## src/rtl/adder_share_pkg.sv

```systemverilog
// Shared constants and result record for the shared-adder arbiter.
package adder_share_pkg;

  localparam int unsigned NREQ = 4;
  localparam int unsigned TAGW = 2;
  localparam int unsigned SUMW = 17;
  localparam int unsigned AW   = 16;
  localparam int unsigned BW   = 8;

  typedef struct packed {
    logic [TAGW-1:0] tag;
    logic [SUMW-1:0] data;
  } result_t;

endpackage

```

## src/rtl/adder_share_arbiter_if.sv

```systemverilog
// Requester and result-consumer signals of the shared-adder arbiter.
interface adder_share_arbiter_if;
  import adder_share_pkg::*;

  logic [NREQ-1:0]    req;
  logic [NREQ*AW-1:0] in1_bus;
  logic [NREQ*BW-1:0] in2_bus;
  logic [NREQ-1:0]    grant;
  logic               res_valid;
  logic               res_ready;
  logic [SUMW-1:0]    res_data;
  logic [TAGW-1:0]    res_tag;
  logic               busy;

  modport master (
    output req, in1_bus, in2_bus, res_ready,
    input  grant, res_valid, res_data, res_tag, busy
  );

  modport slave (
    input  req, in1_bus, in2_bus, res_ready,
    output grant, res_valid, res_data, res_tag, busy
  );

endinterface

```

## src/rtl/adder_result_fifo.sv

```systemverilog
// Two-entry show-ahead FIFO of tagged adder results.
module adder_result_fifo
  import adder_share_pkg::*;
(
  input  logic       clock,
  input  logic       reset,
  input  logic       push,
  input  result_t    push_entry,
  input  logic       pop,
  output result_t    head,
  output logic       valid,
  output logic [1:0] count
);

  result_t    mem_q [2];
  logic       rd_ptr_q;
  logic       wr_ptr_q;
  logic [1:0] count_q;
  logic [1:0] count_d;
  logic       pop_ok;

  assign pop_ok = pop & (count_q != 2'd0);

  always_comb begin
    count_d = count_q;
    case ({push, pop_ok})
      2'b10:   count_d = count_q + 2'd1;
      2'b01:   count_d = count_q - 2'd1;
      default: count_d = count_q;
    endcase
  end

  always_ff @(posedge clock or posedge reset) begin
    if (reset) begin
      mem_q[0] <= '0;
      mem_q[1] <= '0;
      rd_ptr_q <= 1'b0;
      wr_ptr_q <= 1'b0;
      count_q  <= 2'd0;
    end else begin
      // When full, wr_ptr equals rd_ptr, so a push+pop overwrites the slot being retired.
      if (push) begin
        mem_q[wr_ptr_q] <= push_entry;
        wr_ptr_q        <= ~wr_ptr_q;
      end
      if (pop_ok) begin
        rd_ptr_q <= ~rd_ptr_q;
      end
      count_q <= count_d;
    end
  end

  assign head  = mem_q[rd_ptr_q];
  assign valid = (count_q != 2'd0);
  assign count = count_q;

endmodule

```

## src/rtl/bigadder.sv

```systemverilog
// 16-bit + 8-bit unsigned adder with one output register stage.
module bigadder
  import adder_share_pkg::*;
(
  input  logic            clock,
  input  logic            reset,
  input  logic [AW-1:0]   in1,
  input  logic [BW-1:0]   in2,
  output logic [SUMW-1:0] out
);

  always_ff @(posedge clock or posedge reset) begin
    if (reset) begin
      out <= '0;
    end else begin
      out <= SUMW'(in1) + SUMW'(in2);
    end
  end

endmodule

```

## src/rtl/adder_share_arbiter.sv

```systemverilog
// Round-robin sharing of one registered bigadder among four requesters,
// with credit-limited issue into a 2-entry tagged result FIFO.
module adder_share_arbiter
  import adder_share_pkg::*;
(
  input logic                  clock,
  input logic                  reset,
  adder_share_arbiter_if.slave bus
);

  logic [TAGW-1:0] rr_ptr_q;
  logic [TAGW-1:0] sel_q;
  logic [TAGW-1:0] sel;
  logic [TAGW-1:0] p1_tag_q;
  logic            p1_valid_q;
  logic            rst_done_q;
  logic [TAGW-1:0] grant_idx;
  logic [TAGW-1:0] idx;
  logic            grant_any;
  logic            issue;
  logic            issue_ok;
  logic [2:0]      occupancy;
  logic            pop;
  logic            fifo_valid;
  logic [1:0]      fifo_count;
  result_t         fifo_head;
  result_t         push_entry;
  logic [AW-1:0]   adder_a;
  logic [BW-1:0]   adder_b;
  logic [SUMW-1:0] adder_out;

  assign pop       = fifo_valid & bus.res_ready;
  // Slots committed after this cycle: in the adder plus buffered, less what leaves now.
  assign occupancy = {2'b00, p1_valid_q} + {1'b0, fifo_count} - {2'b00, pop};
  assign issue_ok  = (occupancy < 3'd2);

  always_comb begin
    grant_idx = '0;
    grant_any = 1'b0;
    idx       = '0;
    for (int unsigned off = 0; off < NREQ; off++) begin
      idx = rr_ptr_q + TAGW'(off);
      if (!grant_any && bus.req[idx]) begin
        grant_any = 1'b1;
        grant_idx = idx;
      end
    end
    // rst_done_q keeps grant low through the first edge after reset release.
    issue     = grant_any & issue_ok & rst_done_q;
    bus.grant = issue ? (NREQ'(1) << grant_idx) : '0;
  end

  assign sel     = issue ? grant_idx : sel_q;
  assign adder_a = bus.in1_bus[{sel, 4'b0000} +: AW];
  assign adder_b = bus.in2_bus[{sel, 3'b000} +: BW];

  always_ff @(posedge clock or posedge reset) begin
    if (reset) begin
      rr_ptr_q   <= '0;
      sel_q      <= '0;
      p1_tag_q   <= '0;
      p1_valid_q <= 1'b0;
      rst_done_q <= 1'b0;
    end else begin
      rst_done_q <= 1'b1;
      p1_valid_q <= issue;
      sel_q      <= sel;
      if (issue) begin
        rr_ptr_q <= grant_idx + TAGW'(1);
        p1_tag_q <= grant_idx;
      end
    end
  end

  bigadder u_adder (
    .clock (clock),
    .reset (reset),
    .in1   (adder_a),
    .in2   (adder_b),
    .out   (adder_out)
  );

  assign push_entry = '{tag: p1_tag_q, data: adder_out};

  adder_result_fifo u_fifo (
    .clock      (clock),
    .reset      (reset),
    .push       (p1_valid_q),
    .push_entry (push_entry),
    .pop        (pop),
    .head       (fifo_head),
    .valid      (fifo_valid),
    .count      (fifo_count)
  );

  assign bus.res_valid = fifo_valid;
  assign bus.res_data  = fifo_head.data;
  assign bus.res_tag   = fifo_head.tag;
  assign bus.busy      = p1_valid_q | (fifo_count != 2'd0);

endmodule

```

## src/flat_wrapper.sv

```systemverilog
// flat-port wrapper written by rule: the top's interface ports become plain ports
module adder_share_arbiter_flat import adder_share_pkg::*;
  (clock, reset, bus_req, bus_in1_bus, bus_in2_bus, bus_res_ready, bus_grant, bus_res_valid, bus_res_data, bus_res_tag, bus_busy);
  adder_share_arbiter_if bus_i ();
  input logic clock;
  input logic reset;
  input wire logic [$bits(bus_i.req)-1:0] bus_req;
  input wire logic [$bits(bus_i.in1_bus)-1:0] bus_in1_bus;
  input wire logic [$bits(bus_i.in2_bus)-1:0] bus_in2_bus;
  input wire logic [$bits(bus_i.res_ready)-1:0] bus_res_ready;
  output wire logic [$bits(bus_i.grant)-1:0] bus_grant;
  output wire logic [$bits(bus_i.res_valid)-1:0] bus_res_valid;
  output wire logic [$bits(bus_i.res_data)-1:0] bus_res_data;
  output wire logic [$bits(bus_i.res_tag)-1:0] bus_res_tag;
  output wire logic [$bits(bus_i.busy)-1:0] bus_busy;
  assign bus_i.req = bus_req;
  assign bus_i.in1_bus = bus_in1_bus;
  assign bus_i.in2_bus = bus_in2_bus;
  assign bus_i.res_ready = bus_res_ready;
  assign bus_grant = bus_i.grant;
  assign bus_res_valid = bus_i.res_valid;
  assign bus_res_data = bus_i.res_data;
  assign bus_res_tag = bus_i.res_tag;
  assign bus_busy = bus_i.busy;
  adder_share_arbiter u_core (.clock(clock), .reset(reset), .bus(bus_i));
endmodule
```

## config.mk

```make
export PLATFORM = sky130hd
export DESIGN_NAME = adder_share_arbiter_flat
export DESIGN_NICKNAME = d
export VERILOG_FILES = /design/src/rtl/adder_share_pkg.sv /design/src/rtl/adder_share_arbiter_if.sv /design/src/rtl/adder_result_fifo.sv /design/src/rtl/bigadder.sv /design/src/rtl/adder_share_arbiter.sv /design/src/flat_wrapper.sv
export SDC_FILE = /design/constraint.sdc
export NUM_CORES = 1
export LEC_CHECK = 0
export BUFFER_PORTS_ARGS = -buffer_cell sky130_fd_sc_hd__buf_2
export CAP_MARGIN = 30
export CORE_MARGIN = 2
export CORE_UTILIZATION = 29
export CTS_BUF_LIST = sky130_fd_sc_hd__clkbuf_4 sky130_fd_sc_hd__clkbuf_8 sky130_fd_sc_hd__clkbuf_16
export DETAILED_ROUTE_END_ITERATION = 10
export HOLD_SLACK_MARGIN = 0.15
export PLACE_DENSITY_LB_ADDON = 0.25
export SETUP_SLACK_MARGIN = 0.02
export SLEW_MARGIN = 20
export SYNTH_ARGS = -nofsm -noshare
export SYNTH_HDL_FRONTEND = slang
export SYNTH_SLANG_ARGS = --single-unit
```

## constraint.sdc

```tcl
create_clock -name clock -period 5 [get_ports clock]
set_clock_uncertainty 0.05 [all_clocks]
set_input_delay 0.5 -clock clock [delete_from_list [all_inputs] [get_ports clock]]
set_output_delay 0.5 -clock clock [all_outputs]
set_load 0.02 [all_outputs]
```

# After elaboration in Yosys (flattened, before gate mapping)
# Index checks and enable logic that the tools add are counted.
word_totals:
  register_bits: 67
  in_bits: 103
  out_inout_bits: 25
  wordCells: 78
classes:
  n_addsub: 9
  n_lt_le_gt_ge: 8
  n_eq_ne: 2
  n_shift: 3
  muxes: 25
  bitwise: 9
  n_reduce_logical: 9
ops:
  columns: ["operator", "count"]
  rows:
  - ["19-bit two-way mux", 4]
  - ["64-bit by 7-bit variable part select with 16-bit output", 1]
  - ["38-bit bitwise mux", 1]
  - ["32-bit by 6-bit variable part select with 8-bit output", 1]
  - ["19-bit demux with 1-bit select", 1]
  - ["16-bit by 8-bit adder with 17-bit output", 1]
  - ["2-bit by 3-bit less-than comparator with 1-bit output (second input constant)", 4]
  - ["2-bit two-way mux", 5]
  - ["1-bit binary-select mux with 2-bit select", 4]
  - ["1-bit two-way mux", 8]
  - ["2-bit by 1-bit adder with 2-bit output (second input constant)", 3]
  - ["2-bit adder (second input constant)", 2]
  - ["1-bit AND", 4]
  - ["2-bit >= comparator (second input constant)", 2]
  - ["1-bit logical AND", 4]
  - ["4-bit two-way mux", 1]
  - ["1-bit inverter with 2-bit output", 2]
  - ["2-bit case mux with 2 select lines", 1]
  - ["2-bit nonzero test", 2]
  - ["1-bit by 2-bit << shifter with 4-bit output (first input constant)", 1]
  - ["1-bit by 2-bit adder with 3-bit output", 1]
  - ["1-bit zero test", 3]
  - ["3-bit by 2-bit less-than comparator with 1-bit output (second input constant)", 1]
  - ["3-bit by 1-bit subtractor with 3-bit output", 1]
  - ["6 further kinds", 7]

# Depth between registers and ports, before layout
depth:
  word_depth: 17
  depth_mapped: 24
  depth_no_buf: 21

# Modules after synthesis
# From an unflattened synthesis, not the netlist that was laid out.
unflattened:
  hier_cells: 403
  area_unflattened_um2: 4065.1
by_module_without_submodules:
  columns: ["module", "n_inst", "cells_each", "area_each_um2"]
  rows:
  - ["adder_result_fifo", 1, 117, 1875.5]
  - ["adder_share_arbiter", 1, 196, 1243.7]
  - ["bigadder", 1, 90, 945.9]

# Least setup slack after synthesis
# OpenSTA, ideal clock, no wires.
synth_timing:
  path_type: "register -> register"
  start: "register u_core.u_fifo.count_q[1] (netlist: u_core.u_fifo.count[1])"
  end: "register u_core.u_adder.out[14]"
  arrival_ps: 5261
  path_slack_ps: -439
  path_stages_with_launch: 23
  n_path_buf: 3
  period_less_slack_ps: 5439
  cell_sequence: "dfrtp_1 -> or2_2 -> and2_1 -> ha_1 -> nand2b_1 -> fa_1 -> nand2_1 -> or3_1 -> buf_4 -> o31a_1 -> inv_2 -> clkbuf_1 -> clkbuf_1 -> a31oi_1 -> ha_1 -> fa_1 -> a21o_1 -> a21oi_1 -> nor2b_1 -> o21ai_0 -> a21boi_0 -> o211ai_1 -> xnor2_1"
synth_via:
  elab_chain_cells: 9
  elab_cells_between_ends: 11
  cone_classes: "3 x add/sub; 1 x order compare; 2 x shift; 1 x mux; 3 x bitwise; 1 x reduce/logical"
synth_rtl:
  columns: ["element", "line_no", "text"]
  rows:
  - ["from (decl)", "adder_result_fifo.sv:18", "logic [1:0] count_q;"]
  - ["from (signal assigned)", "adder_result_fifo.sv:49", "count_q <= count_d;"]
  - ["2-bit nonzero test (*)", "adder_result_fifo.sv:54", "assign valid = (count_q != 2'd0);"]
  - ["net bus_res_valid", "flat_wrapper.sv:12", "output wire logic [$bits(bus_i.res_valid)-1:0] bus_res_valid;"]
  - ["1-bit AND (*)", "adder_share_arbiter.sv:32", "assign pop = fifo_valid & bus.res_ready;"]
  - ["3-bit by 1-bit subtractor with 3-bit output (*)", "adder_share_arbiter.sv:34", "assign occupancy = {2'b00, p1_valid_q} + {1'b0, fifo_count} - {2'b00, pop};"]
  - ["3-bit by 2-bit less-than comparator with 1-bit output (*)", "adder_share_arbiter.sv:35", "assign issue_ok = (occupancy < 3'd2);"]
  - ["1-bit AND (*) (2 in series)", "adder_share_arbiter.sv:49", "issue = grant_any & issue_ok & rst_done_q;"]
  - ["2-bit two-way mux (*)", "adder_share_arbiter.sv:53", "assign sel = issue ? grant_idx : sel_q;"]
  - ["net u_core.sel[1]", "adder_share_arbiter.sv:13", "logic [TAGW-1:0] sel;"]
  - ["64-bit by 7-bit variable part select with 16-bit output or 32-bit by 6-bit variable part select with 8-bit output (tied branches)", "adder_share_arbiter.sv:54, adder_share_arbiter.sv:55", null]
  - ["16-bit by 8-bit adder with 17-bit output (*)", "bigadder.sv:16", "out <= SUMW'(in1) + SUMW'(in2);"]
  - ["to (signal assigned)", "bigadder.sv:16", null]
  - ["to (decl)", "bigadder.sv:9", "output logic [SUMW-1:0] out"]
# Mark *: on every way through the listed nets, which the timed path passes. The rest lies on a longest branch.
# A chain may end at the register's enable or synchronous reset.

# Worst setup path after layout
layout_timing:
  start: "register u_core.u_fifo.count_q[0] (netlist: u_core.u_fifo.count[0])"
  end: "register u_core.u_adder.out[11]"
layout_via:
  elab_chain_cells: 9
  elab_cells_between_ends: 11
  cone_classes: "3 x add/sub; 1 x order compare; 2 x shift; 1 x mux; 3 x bitwise; 1 x reduce/logical"
layout_rtl:
  columns: ["element", "line_no"]
  rows:
  - ["parallel branches: the longest is 2 deep, another holds 1-bit by 2-bit adder with 3-bit output", null]
  - ["3-bit by 1-bit subtractor with 3-bit output (*)", "adder_share_arbiter.sv:34"]
  - ["3-bit by 2-bit less-than comparator with 1-bit output (*)", "adder_share_arbiter.sv:35"]
  - ["1-bit AND (*) (2 in series)", "adder_share_arbiter.sv:49"]
  - ["2-bit two-way mux (*)", "adder_share_arbiter.sv:53"]
  - ["64-bit by 7-bit variable part select with 16-bit output or 32-bit by 6-bit variable part select with 8-bit output (tied branches)", "adder_share_arbiter.sv:54, adder_share_arbiter.sv:55"]
  - ["16-bit by 8-bit adder with 17-bit output (*)", "bigadder.sv:16"]
# Every way passes the cells marked *.

==> impl_metrics.tcl <==
set metrics [dict create \
    io_buffers 127 \
    tightest_slew_ns 0.9230 \
    yosys_warnings 0 \
    netlist_instances 425 \
    grt_pass1_vias 3683 \
    drt_pass1_iterations 4 \
    hold_class "input port to async pin" \
    drc_errors 0 \
    p_sw_share_pct 43.22 \
    pwr-share-comb_pct 64.1 \
    relSlewSlack_pct 38.46 \
    wl_per_cell_um 14.92 \
    clock_latency_ns 0.32 \
    ff_latch_area_sq_mm 0.001677 \
    dp_hpwl_um 8727 \
    antenna_found_initial 0 \
    synth_area_leader_cell "dfrtp_1" \
    nFillCells 1430 \
    maxCapViolations 0 \
    totalWireLength_um 11150 \
    ys_ff_latch 67 \
    diodes 0 \
    synth_edf_count 0 \
    worstPathMaxFanout 29 \
    io_pins 128 \
    slew_violations 0 \
    root_buffer "clkbuf_16" \
    power_switching_mw 2.005 \
    fin_crit_ns 4.734 \
    drtIter0Drc 156 \
    setup_tns_ns 0 \
    busiest_layer "met2" \
    yosysUniqueCellTypes 50 \
    path_clk_slew_ns 0.05 \
    synthesis.nets 545 \
    p_int_mw 2.633 \
    clock-sinks 67 \
    grt_use_met2_pct 24.08 \
    setup_slack_ns 0.2662 \
    die_h_um 124.7 \
    criticalPathCategory "register to register" \
    postLayoutCellArea_sq_mm 0.005507 \
    cts.path.max_buffers 2 \
    grtUsageMet1_pct 18.52 \
    setup_viol 0 \
    core_region_area_sq_mm 0.01437 \
    die_width_um 124.7 \
    ir_drop_v 0.0003156 \
    multi_input_area_sq_mm 0.002457 \
    grt_pass1_wl_um 17970 \
    syn2layout_area_growth_pct 30.25 \
    end_kind "register" \
    drive_gt1_share_pct 41.92 \
    postRouteAntennaNets 0 \
    period_share_pct 94.68 \
    gr-usage-met3_pct 2.749 \
    dp_slack_ns 0.1068 \
    synth_top_flop_cell "dfrtp_1" \
    yosysTopAreaCellShare_pct 39.66 \
    grt_overflow_total 0 \
    die_area_sq_mm 0.01556 \
    clkPwrFrac_pct 14.0 \
    via_count 3649 \
    final_nets 678 \
    avgSynthCellArea_sq_um 9.948 \
    cts_buffers 9 \
    worstSetupStartpointType "register" \
    hold_violations 0 \
    drt-vias-per-instance 4.885 \
    syn_area_sq_mm 0.004228 \
    yosysSeqAreaShare_pct 39.66 \
    cts_tree "yes" \
    h-tree-depth 3 \
    leakage_nw 2.704 \
    gp_congestion 0.8320 \
    cp.arrival_ns 4.87 \
    synth_area_leaders "dfrtp_1, mux2_2, nand2_1, ha_1, mux2i_1" \
    power_density_mw_per_mm2 842.3 \
    pwr-share-seq_pct 21.9 \
    grtUsageTotal_pct 14.31 \
    grt_max_degree 68 \
    crit_required_ns 5.14 \
    synthArstFlopShare_pct 100.0 \
    fmax_mhz 211.2 \
    outcome "finished, final reports clean" \
    initial_core_util_pct 29.42 \
    rsz0062_at_grt "false" \
    dpl_cell_area_sq_mm 0.005120 \
    fp-row-count 44 \
    total_power_mw 4.638 \
]
[worst paths after layout]
kind	to	slack [ns]	from	cells after the start
worst min register to register	u_core.u_fifo.wr_ptr_q$_DFFE_PP0P_	0.43	u_core.u_fifo.wr_ptr_q$_DFFE_PP0P_	1
worst max register to register	u_core.u_adder.out[11]$_DFF_PP0_	0.27	u_core.u_fifo.count[0]$_DFFE_PP0P_	19
max in group asynchronous	u_core.u_fifo.mem_q[30]$_DFFE_PP0P_	3.97	reset	3
min in group clock	u_core.u_fifo.wr_ptr_q$_DFFE_PP0P_	0.43	u_core.u_fifo.wr_ptr_q$_DFFE_PP0P_	1
worst min-delay path	u_core.u_fifo.mem_q[6]$_DFFE_PP0P_	0.39	reset	3
worst max-delay path	u_core.u_adder.out[11]$_DFF_PP0_	0.27	u_core.u_fifo.count[0]$_DFFE_PP0P_	19
[critical path, stage by stage, from the launching register on]
cell and delay (ns):
dfrtp_1 0.37, or2_4 0.25, and2_4 0.17, ha_1 0.27, nand2b_1 0.15, fa_1 0.48, nand2_1 0.07, or3_1 0.39
o31a_1 0.35, buf_12 0.18, and3_1 0.16, a31oi_2 0.23, ha_1 0.27, a21o_1 0.18, a21o_1 0.21, a211oi_2 0.25
o21ai_0 0.11, nand2_1 0.17, nor3_1 0.08, xor2_1 0.18
[cells in the mapped netlist, types with 2 or more instances]
library cell,instances
nor4_1,3
a21boi_0,2
a21oi_1,4
clkbuf_1,14
xnor2_1,10
o31ai_1,2
o21ai_0,7
buf_1,3
a211oi_1,4
nand2_1,90
a31oi_1,18
nor2_1,7
inv_2,2
inv_1,9
o211ai_1,7
buf_6,2
and2_1,6
xor2_1,9
nor3_1,5
a21o_1,5
fa_1,2
or3_1,2
buf_4,2
and3_1,22
dfrtp_1,67
nor2b_1,5
or2_2,2
ha_1,15
mux2i_1,18
a221o_1,2
a311oi_1,2
mux2_2,57
nand2b_1,3
[power by group through the flow]
stage                     combinational, mW  clock, mW  sequential (mW)
after floorplan                        2.21          0            0.937
after global placement                 2.85          0             1.00
after detailed placement               2.89          0             1.02
after CTS                              2.91      0.665             1.01
after global routing                   3.30      0.687             1.05
final                                  2.97      0.649             1.02
[per-stage QoR]
step	std cells	utilization [%]	hold WS, ns
global route	747	38.32	0.4462
finish	747	38.32	0.3888
global placement	728	35.63	0.4222
floorplan	425	-	0.4043
CTS	744	37.85	0.4159
detailed placement	728	35.63	0.4235
[state kept, by name, indices dropped and copies added, names as in the netlist]
signal and count:
u_core.p1_tag_q 2, u_core.p1_valid_q 1, u_core.rr_ptr_q 2, u_core.rst_done_q 1
u_core.sel_q 2, u_core.u_adder.out 17, u_core.u_fifo.count 2, u_core.u_fifo.mem_q 38
u_core.u_fifo.rd_ptr_q 1, u_core.u_fifo.wr_ptr_q 1
[metal layers]
| metal | vias to the layer above | wire [um] |
|---|---|---|
| met5 | - | 0 |
| met2 | 115 | 5429 |
| met3 | 17 | 555 |
| met1 | 1748 | 5002 |
| met4 | 0 | 160 |
| li1 | 1769 | - |
[cells in the final DEF (no fill, tap or decap), types with 10 or more instances in the layout]
| cell type | instances |
|---|---|
| nand2_1 | 90 |
| buf_4 | 12 |
| a31oi_1 | 16 |
| xnor2_1 | 10 |
| dfrtp_1 | 67 |
| ha_1 | 15 |
| mux2_2 | 57 |
| mux2i_1 | 18 |
| and3_1 | 22 |
| buf_2 | 127 |
[cell families after synthesis]
family                   Yosys count  share of synthesized area (%)
AND/OR/NAND/NOR                  148                          16.31
flip-flops                        67                          39.66
other                              1                        0.08870
buffers and inverters             32                          3.374
XOR/XNOR                          19                          3.936
AO/OA/AOI/OAI                     65                          11.45
multiplexers                      76                          19.80
adder cells (fa/ha/maj)           17                          5.386
[timing repair]
action | CTS | global route
hold buffers | 0 | 0
setup endpoints to repair | 0 | 9
setup buffers | 0 | 2
resized for setup | 0 | 8
[area by class of cell]
type / instances / area share, %
well taps: 184 / 4.181
repair buffers: 143 / 14.16
flip-flops and latches: 67 / 30.45
clock buffers: 15 / 5.249
inverters: 11 / 0.7953
clock inverters: 1 / 0.5453
multi-input cells: 326 / 44.63
Power figures use the tool's default switching activity.
